**config.mk**
```make
export PLATFORM = sky130hd
export DESIGN_NAME = instr_mem_loader
export DESIGN_NICKNAME = d
export VERILOG_FILES = /design/src/rtl/instr_mem_pkg.sv /design/src/rtl/instr_mem_array.sv /design/src/rtl/instr_mem_loader.sv
export SDC_FILE = /design/constraint.sdc
export NUM_CORES = 2
export LEC_CHECK = 0
export CAP_MARGIN = 20
export CORE_MARGIN = 2
export CORE_UTILIZATION = 35
export DETAILED_ROUTE_END_ITERATION = 10
export HOLD_SLACK_MARGIN = 0.06
export PLACE_DENSITY = 0.49
export SLEW_MARGIN = 5
export SYNTH_ARGS = -nofsm -noshare
export SYNTH_HDL_FRONTEND = slang
export SYNTH_HIERARCHICAL = 1
export SYNTH_SLANG_ARGS = --single-unit
```
**constraint.sdc**
```tcl
create_clock -name clk -period 4.3 [get_ports clk]
set_clock_uncertainty 0.1 [all_clocks]
set_input_delay 0.86 -clock clk [delete_from_list [all_inputs] [get_ports clk]]
set_output_delay 0.86 -clock clk [all_outputs]
set_load 0.02 [all_outputs]
```
**src/rtl/instr_mem_pkg.sv**
```systemverilog
// Shared types and constants for the instruction memory loader.
package instr_mem_pkg;

  typedef enum logic [1:0] {
    ST_CLEAR,
    ST_IDLE,
    ST_LOAD
  } state_e;

  localparam logic [31:0] NOP = 32'h00000013;

endpackage

```
**src/rtl/instr_mem_array.sv**
```systemverilog
// Word storage: one synchronous write port, one combinational read port.
module instr_mem_array #(
  parameter int DATA_WIDTH = 32,
  parameter int DEPTH      = 64,
  parameter int IDX_W      = $clog2(DEPTH)
) (
  input  logic                  clk,
  input  logic                  we,
  input  logic [IDX_W-1:0]      waddr,
  input  logic [DATA_WIDTH-1:0] wdata,
  input  logic [IDX_W-1:0]      raddr,
  output logic [DATA_WIDTH-1:0] rdata
);

  logic [DATA_WIDTH-1:0] mem_q [DEPTH];

  always_ff @(posedge clk) begin
    if (we) mem_q[waddr] <= wdata;
  end

  assign rdata = mem_q[raddr];

endmodule

```
**src/rtl/instr_mem_loader.sv**
```systemverilog
// Instruction memory with clear engine, streaming loader and checked fetch.
module instr_mem_loader
  import instr_mem_pkg::*;
#(
  parameter int                    DATA_WIDTH = 32,
  parameter int                    ADDR_WIDTH = 32,
  parameter int                    DEPTH      = 64,
  parameter logic [DATA_WIDTH-1:0] FILL_VALUE = NOP,
  localparam int                   IDX_W      = $clog2(DEPTH)
) (
  input  logic                  clk,
  input  logic                  rst,
  input  logic                  en,
  input  logic [ADDR_WIDTH-1:0] pc,
  output logic [DATA_WIDTH-1:0] instr,
  output logic                  instr_valid,
  output logic                  fetch_fault,
  output logic                  busy,
  input  logic                  ld_start,
  input  logic [ADDR_WIDTH-1:0] ld_base,
  input  logic                  ld_valid,
  input  logic [DATA_WIDTH-1:0] ld_data,
  input  logic                  ld_last,
  output logic                  ld_ready,
  output logic                  ld_err,
  output logic [IDX_W:0]        ld_count
);

  localparam logic [ADDR_WIDTH-1:0] DEPTH_A  = ADDR_WIDTH'(DEPTH);
  localparam logic [IDX_W-1:0]      LAST_IDX = IDX_W'(DEPTH - 1);

  state_e                state_q, state_d;
  logic [IDX_W-1:0]      cptr_q, cptr_d;
  logic [IDX_W-1:0]      wptr_q, wptr_d;
  logic                  err_q, err_d;
  logic [IDX_W:0]        cnt_q, cnt_d;

  logic                  we;
  logic [IDX_W-1:0]      waddr;
  logic [DATA_WIDTH-1:0] wdata;
  logic [DATA_WIDTH-1:0] rdata;
  logic [ADDR_WIDTH-1:0] word;
  logic                  aligned, in_rng, idle;

  always_ff @(posedge clk or posedge rst) begin
    if (rst) begin
      state_q <= ST_CLEAR;
      cptr_q  <= '0;
      wptr_q  <= '0;
      err_q   <= 1'b0;
      cnt_q   <= '0;
    end else begin
      state_q <= state_d;
      cptr_q  <= cptr_d;
      wptr_q  <= wptr_d;
      err_q   <= err_d;
      cnt_q   <= cnt_d;
    end
  end

  always_comb begin
    state_d = state_q;
    cptr_d  = cptr_q;
    wptr_d  = wptr_q;
    err_d   = err_q;
    cnt_d   = cnt_q;
    we      = 1'b0;
    waddr   = cptr_q;
    wdata   = FILL_VALUE;
    unique case (state_q)
      ST_CLEAR: begin
        we = 1'b1;
        if (cptr_q == LAST_IDX) begin
          state_d = ST_IDLE;
          cptr_d  = '0;
        end else begin
          cptr_d = cptr_q + 1'b1;
        end
      end
      ST_IDLE: begin
        if (ld_start) begin
          if (ld_base < DEPTH_A) begin
            wptr_d  = ld_base[IDX_W-1:0];
            cnt_d   = '0;
            err_d   = 1'b0;
            state_d = ST_LOAD;
          end else begin
            err_d = 1'b1;
          end
        end
      end
      ST_LOAD: begin
        if (ld_valid) begin
          we    = 1'b1;
          waddr = wptr_q;
          wdata = ld_data;
          cnt_d = cnt_q + 1'b1;
          if (ld_last) begin
            state_d = ST_IDLE;
          end else if (wptr_q == LAST_IDX) begin
            // No wrap: the top word is written, then the burst is cut off
            err_d   = 1'b1;
            state_d = ST_IDLE;
          end else begin
            wptr_d = wptr_q + 1'b1;
          end
        end
      end
      default: state_d = ST_CLEAR;
    endcase
  end

  instr_mem_array #(
    .DATA_WIDTH(DATA_WIDTH),
    .DEPTH     (DEPTH),
    .IDX_W     (IDX_W)
  ) u_array (
    .clk  (clk),
    .we   (we),
    .waddr(waddr),
    .wdata(wdata),
    .raddr(word[IDX_W-1:0]),
    .rdata(rdata)
  );

  assign word        = {2'b00, pc[ADDR_WIDTH-1:2]};
  assign aligned     = (pc[1:0] == 2'b00);
  assign in_rng      = (word < DEPTH_A);
  assign idle        = (state_q == ST_IDLE);
  assign instr_valid = en & idle & aligned & in_rng;
  assign fetch_fault = en & idle & (~aligned | ~in_rng);
  assign instr       = instr_valid ? rdata : '0;
  assign busy        = ~idle;
  assign ld_ready    = (state_q == ST_LOAD);
  assign ld_err      = err_q;
  assign ld_count    = cnt_q;

endmodule

```
After elaboration in Yosys (flattened, before gate mapping)
Memory sizes are Yosys's and may differ from the RTL's. Cells that the tools add are included. W data, S select, Z words.

Add/subtract/negate cells: 3. Magnitude comparators: 2. Equal/unequal tests: 12. Muxes and demuxes: 33. Bitwise logic cells: 8. Reductions and logical operators: 7.

Operator list (number): $mux W32 (3); $mux W6 (8); $lt A32 B7 Y1 const B (1); $lt A30 B7 Y1 const B (1); $mux W7 (3); $pmux W7 S2 (1); $add A6 B1 Y6 const B (2); $eq A6 B6 Y1 const B (2); $mux W2 (6); $pmux W6 S2 (1); $ne A2 B2 Y1 const B (5); $reduce_and A5 Y1 (2); $mux W1 (8); $add A7 B1 Y7 const B (1); $pmux W2 S3 (1); $reduce_and A6 Y1 (1); $and A1 B1 Y1 (4); $logic_not A2 Y1 (2); $ne A2 B1 Y1 const B (2); $pmux W1 S2 (2); $reduce_and A4 Y1 (1); $ne A3 B2 Y1 const B (1); $not A1 Y1 (3); $eq A2 B1 Y1 const B (1); 3 further kinds (3).

Bits in registers: 22. Bits in writable memories: 2048. Output and inout port bits: 44. Word-level logic and storage cells: 71. Memories: 1.

Memories: u_array.mem_q (words 64, width 32, read ports 1, clocked after memory_dff 0, write ports 1, line instr_mem_array.sv:15) `logic [DATA_WIDTH-1:0] mem_q [DEPTH];`.

Longest topological paths before layout
Word-level depth: 5. Mapped depth: 11.

Modules after synthesis
Netlist, hierarchy kept.

By module, submodules not included: instr_mem_array (instances 1, cells an instance 3292, area an instance 77874.7 sq um); instr_mem_loader (instances 1, cells an instance 242, area an instance 1841.8 sq um).

Worst setup path after synthesis
Ideal clock, no wire load.

Path kind: input to register. From: in ld_valid. To: mem u_array.mem_q[48][0], enable pin. Arrival: 4.080 ns. Required time: 3.739 ns. Setup slack: -0.341 ns. Stages on the path: 7. Cell sequence: clkinv_1 > nor2_2 > nand2_1 > nand2_1 > clkbuf_1 > nand4b_1 > nor3_1.

Elaborated cells on any way between the ends: 6. Those cells by class: mux (6).

RTL lines: start: declaration (line instr_mem_loader.sv:21) `input logic ld_valid,`; $mux W6 (line instr_mem_loader.sv:93) `if (ld_valid) begin`; $mux W6 (line instr_mem_loader.sv:70) `unique case (state_q)`; named net waddr[5] (line instr_mem_loader.sv:39) `logic [IDX_W-1:0] waddr;`; end: declaration (line instr_mem_array.sv:15).

The timed path passes the listed nets, and every way through them passes these cells.

Worst setup path in the final report
From: in pc[2]. To: out instr[27].

Elaborated cells on any way between the ends: 4. Those cells by class: order compare (1); mux (1); bitwise (1); memory (1).

RTL lines: start: declaration (line instr_mem_loader.sv:14) `input logic [ADDR_WIDTH-1:0] pc,`; $mem_v2 Z64 W32; named net rdata[27] (line instr_mem_loader.sv:41) `logic [DATA_WIDTH-1:0] rdata;`; $mux W32 (line instr_mem_loader.sv:132) `assign instr = instr_valid ? rdata : '0;`; end: declaration (line instr_mem_loader.sv:15) `output logic [DATA_WIDTH-1:0] instr,`.

The timed path passes the listed nets, and every way through them passes these cells.

==> flow_metrics.tcl <==
set metrics [dict create \
    final_cell_mix "edfxtp_1 (2048), mux4_2 (544), buf_4 (382)" \
    tightest_slew_ns 1.053 \
    drv_slew 0 \
    synth_nets 3639 \
    portBuffers 145 \
    final_cells 7415 \
    dp_slack_ns -0.6200 \
    path_max_fanout 8 \
    ant_nets 0 \
    drive_gt1_share_pct 35.37 \
    path_class "in -> out" \
    rows 175 \
    dieArea_sq_mm 0.2316 \
    drtPass1Iterations 5 \
    synth_seq_area_share_pct 77.84 \
    synthToLayoutAreaGrowth_pct 22.15 \
    finalCriticalPeriod_ns 4.269 \
    drt_wl_total_mm 235.6 \
    die_h_um 481.2 \
    cp.arrival_ns 3.31 \
    crit_path_start_kind "input port" \
    setup_viol 0 \
    synth_area_sq_mm 0.07972 \
    gp_congestion 0.7937 \
    netlist_instances 3534 \
    synth_cell_type_count 52 \
    cts_inserted_buffers 212 \
    wire_per_inst_um 31.77 \
    nets 4328 \
    worst_slack_ns 0.03133 \
    numPlacedInstances 6988 \
    htree_levels 4 \
    synthArstFlopShare_pct 1.063 \
    clock_latency_ns 0.86 \
    synth_edf_count 2048 \
    ir_worst_vdd_mv 0.3734 \
    cp-end-kind "output pin" \
    avgSynthCellArea_sq_um 22.56 \
    grt_usage_pct 20.29 \
    synth_top_cell_area_share_pct 77.15 \
    fmax_mhz 234.3 \
    via_per_inst 5.393 \
    core_sq_mm 0.2268 \
    rsz0062_at_grt "true" \
    antenna_found_initial 14 \
    grt_max_degree 65 \
    final_common_cell "edfxtp_1" \
    initial_utilization_pct 35.14 \
    maxCapViolations 0 \
    drtIter0Drc 4317 \
    pwr_density_cell_mw_per_mm2 468.4 \
    clkTransAtPathRegs_ns 0.06 \
    hold_violations 0 \
    leakage_nw 28.25 \
    netlist.top_cell.by_area "edfxtp_1" \
    die_w_um 481.2 \
    yosys_register_bits 2070 \
    root_buffer "clkbuf_16" \
    grt-ovfl-total 0 \
    grt_pass1_wl_mm 327.4 \
    clock-sinks 2070 \
    yosysWarnings 6 \
    clockBufferDepth 3 \
    dpl.hpwl_mm 143.0 \
    vias 39990 \
    slew-limit-headroom_pct 29.78 \
    cts_tree "yes" \
    min_path_type "in -> async" \
    outcome "completed" \
    fin_crit_sh_pct 99.27 \
    grt_pass1_vias 41330 \
    critical_path_required_ns 3.34 \
    ios 146 \
    synthFlopType "edfxtp_1" \
    synth_area_leaders "edfxtp_1 (77%), mux4_2 (15%), mux2i_1 (1.2%), nor2_1 (0.71%), dfrtp_1 (0.69%)" \
    drc 0 \
]
-- layer usage --
metal	track usage [%]	share of wire, %
met5	0	0.0055
met4	5.219	2.2
met3	2.961	5.8
met2	32.85	48
met1	28.84	44
-- logic make-up (layout without fill, tap and decap cells) --
kind of cell	Yosys count	after routing	share of synthesized area (%)
other	0	7	0
buffers and inverters	197	1062	1.183
multiplexers	645	645	16.65
XOR/XNOR	6	6	0.06592
flip-flops	2070	2070	77.84
adder cells (fa/ha/maj)	3	3	0.04709
AO/OA/AOI/OAI	236	236	1.923
AND/OR/NAND/NOR	377	377	2.296
-- repair_timing --
action / in CTS / in global routing
hold buffers: 0 / 0
endpoints found under the setup margin: 31 / 21
gates cloned: 6 / 4
buffers inserted: 21 / 1
pin swaps: 7 / 2
resized for setup: 96 / 26
-- area by class of cell --
| class | count | area, sq um |
|---|---|---|
| Antenna cell | 7 | 17.52 |
| Tap cell | 3009 | 3765 |
| Fill cell | 19660 | 129500 |
| Inverter | 4 | 15.01 |
| Timing Repair Buffer | 668 | 7328 |
| Clock buffer | 257 | 5517 |
| Multi-Input combinational cell | 1267 | 17560 |
| Sequential cell | 2070 | 62050 |
| Clock inverter | 133 | 1127 |
-- report_power, final --
group | total, mW | internal, mW | switching, mW
Clock | 17.7 | 9.97 | 7.77
Sequential | 23.5 | 23.2 | 0.287
Combinational | 4.41 | 1.72 | 2.69
-- state kept, by name (all words and copies together) (netlist names) --
signal / flops
u_array/mem_q: 2048
ld_count: 7
cptr_q: 6
wptr_q: 6
state_q: 2
ld_err: 1
-- worst paths after layout --
check	from	endpoint	slack [ns]	depth (start not counted)
min in group clk	cptr_q[5]	cptr_q[5]	0.43	1
max in group asynchronous	rst	cptr_q[0]	3.13	2
worst min register to register	cptr_q[5]	cptr_q[5]	0.43	1
worst max-delay path	pc[2]	instr[27]	0.03	11
worst max register to register	state_q[0]	u_array/mem_q[37][11]	0.95	9
worst min-delay path	rst	ld_count[5]	0.40	2
-- critical path: stages --
cell and delay (ns):
buf_16 0.14, buf_16 0.15, buf_4 0.12, buf_12 0.13, mux4_2 0.51, mux4_2 0.57, o22ai_4 0.25, buf_6 0.16
nor2_1 0.05, and2_4 0.15, buf_4 0.16
-- cells in the mapped netlist (21+ instances only) --
cell type	number
and2_1	34
buf_4	25
mux4_2	544
o221ai_1	27
dfrtp_1	22
o22ai_1	84
nand2_1	66
edfxtp_1	2048
clkbuf_1	84
mux2i_1	95
buf_2	58
buf_1	21
a21oi_1	70
and3_1	36
nor2_1	151
-- through the flow --
| step | util, % | setup TNS (ns) | instance area, sq um | hold WS [ns] | total power [mW] |
|---|---|---|---|---|---|
| final | 42.93 | 0 | 97380 | 0.3976 | 45.62 |
| after global routing | 42.93 | -0.09833 | 97380 | 0.4442 | 47.06 |
| after CTS | 42.83 | -0.1374 | 97150 | 0.3715 | 46.01 |
| after detailed placement | 39.56 | -7.308 | 89750 | 0.4228 | 28.23 |
| after global placement | 39.56 | -7.264 | 89750 | 0.4014 | 28.19 |
| after floorplan | - | 0 | 79730 | 0.3680 | 25.76 |
(Power assumes the default switching activity.)
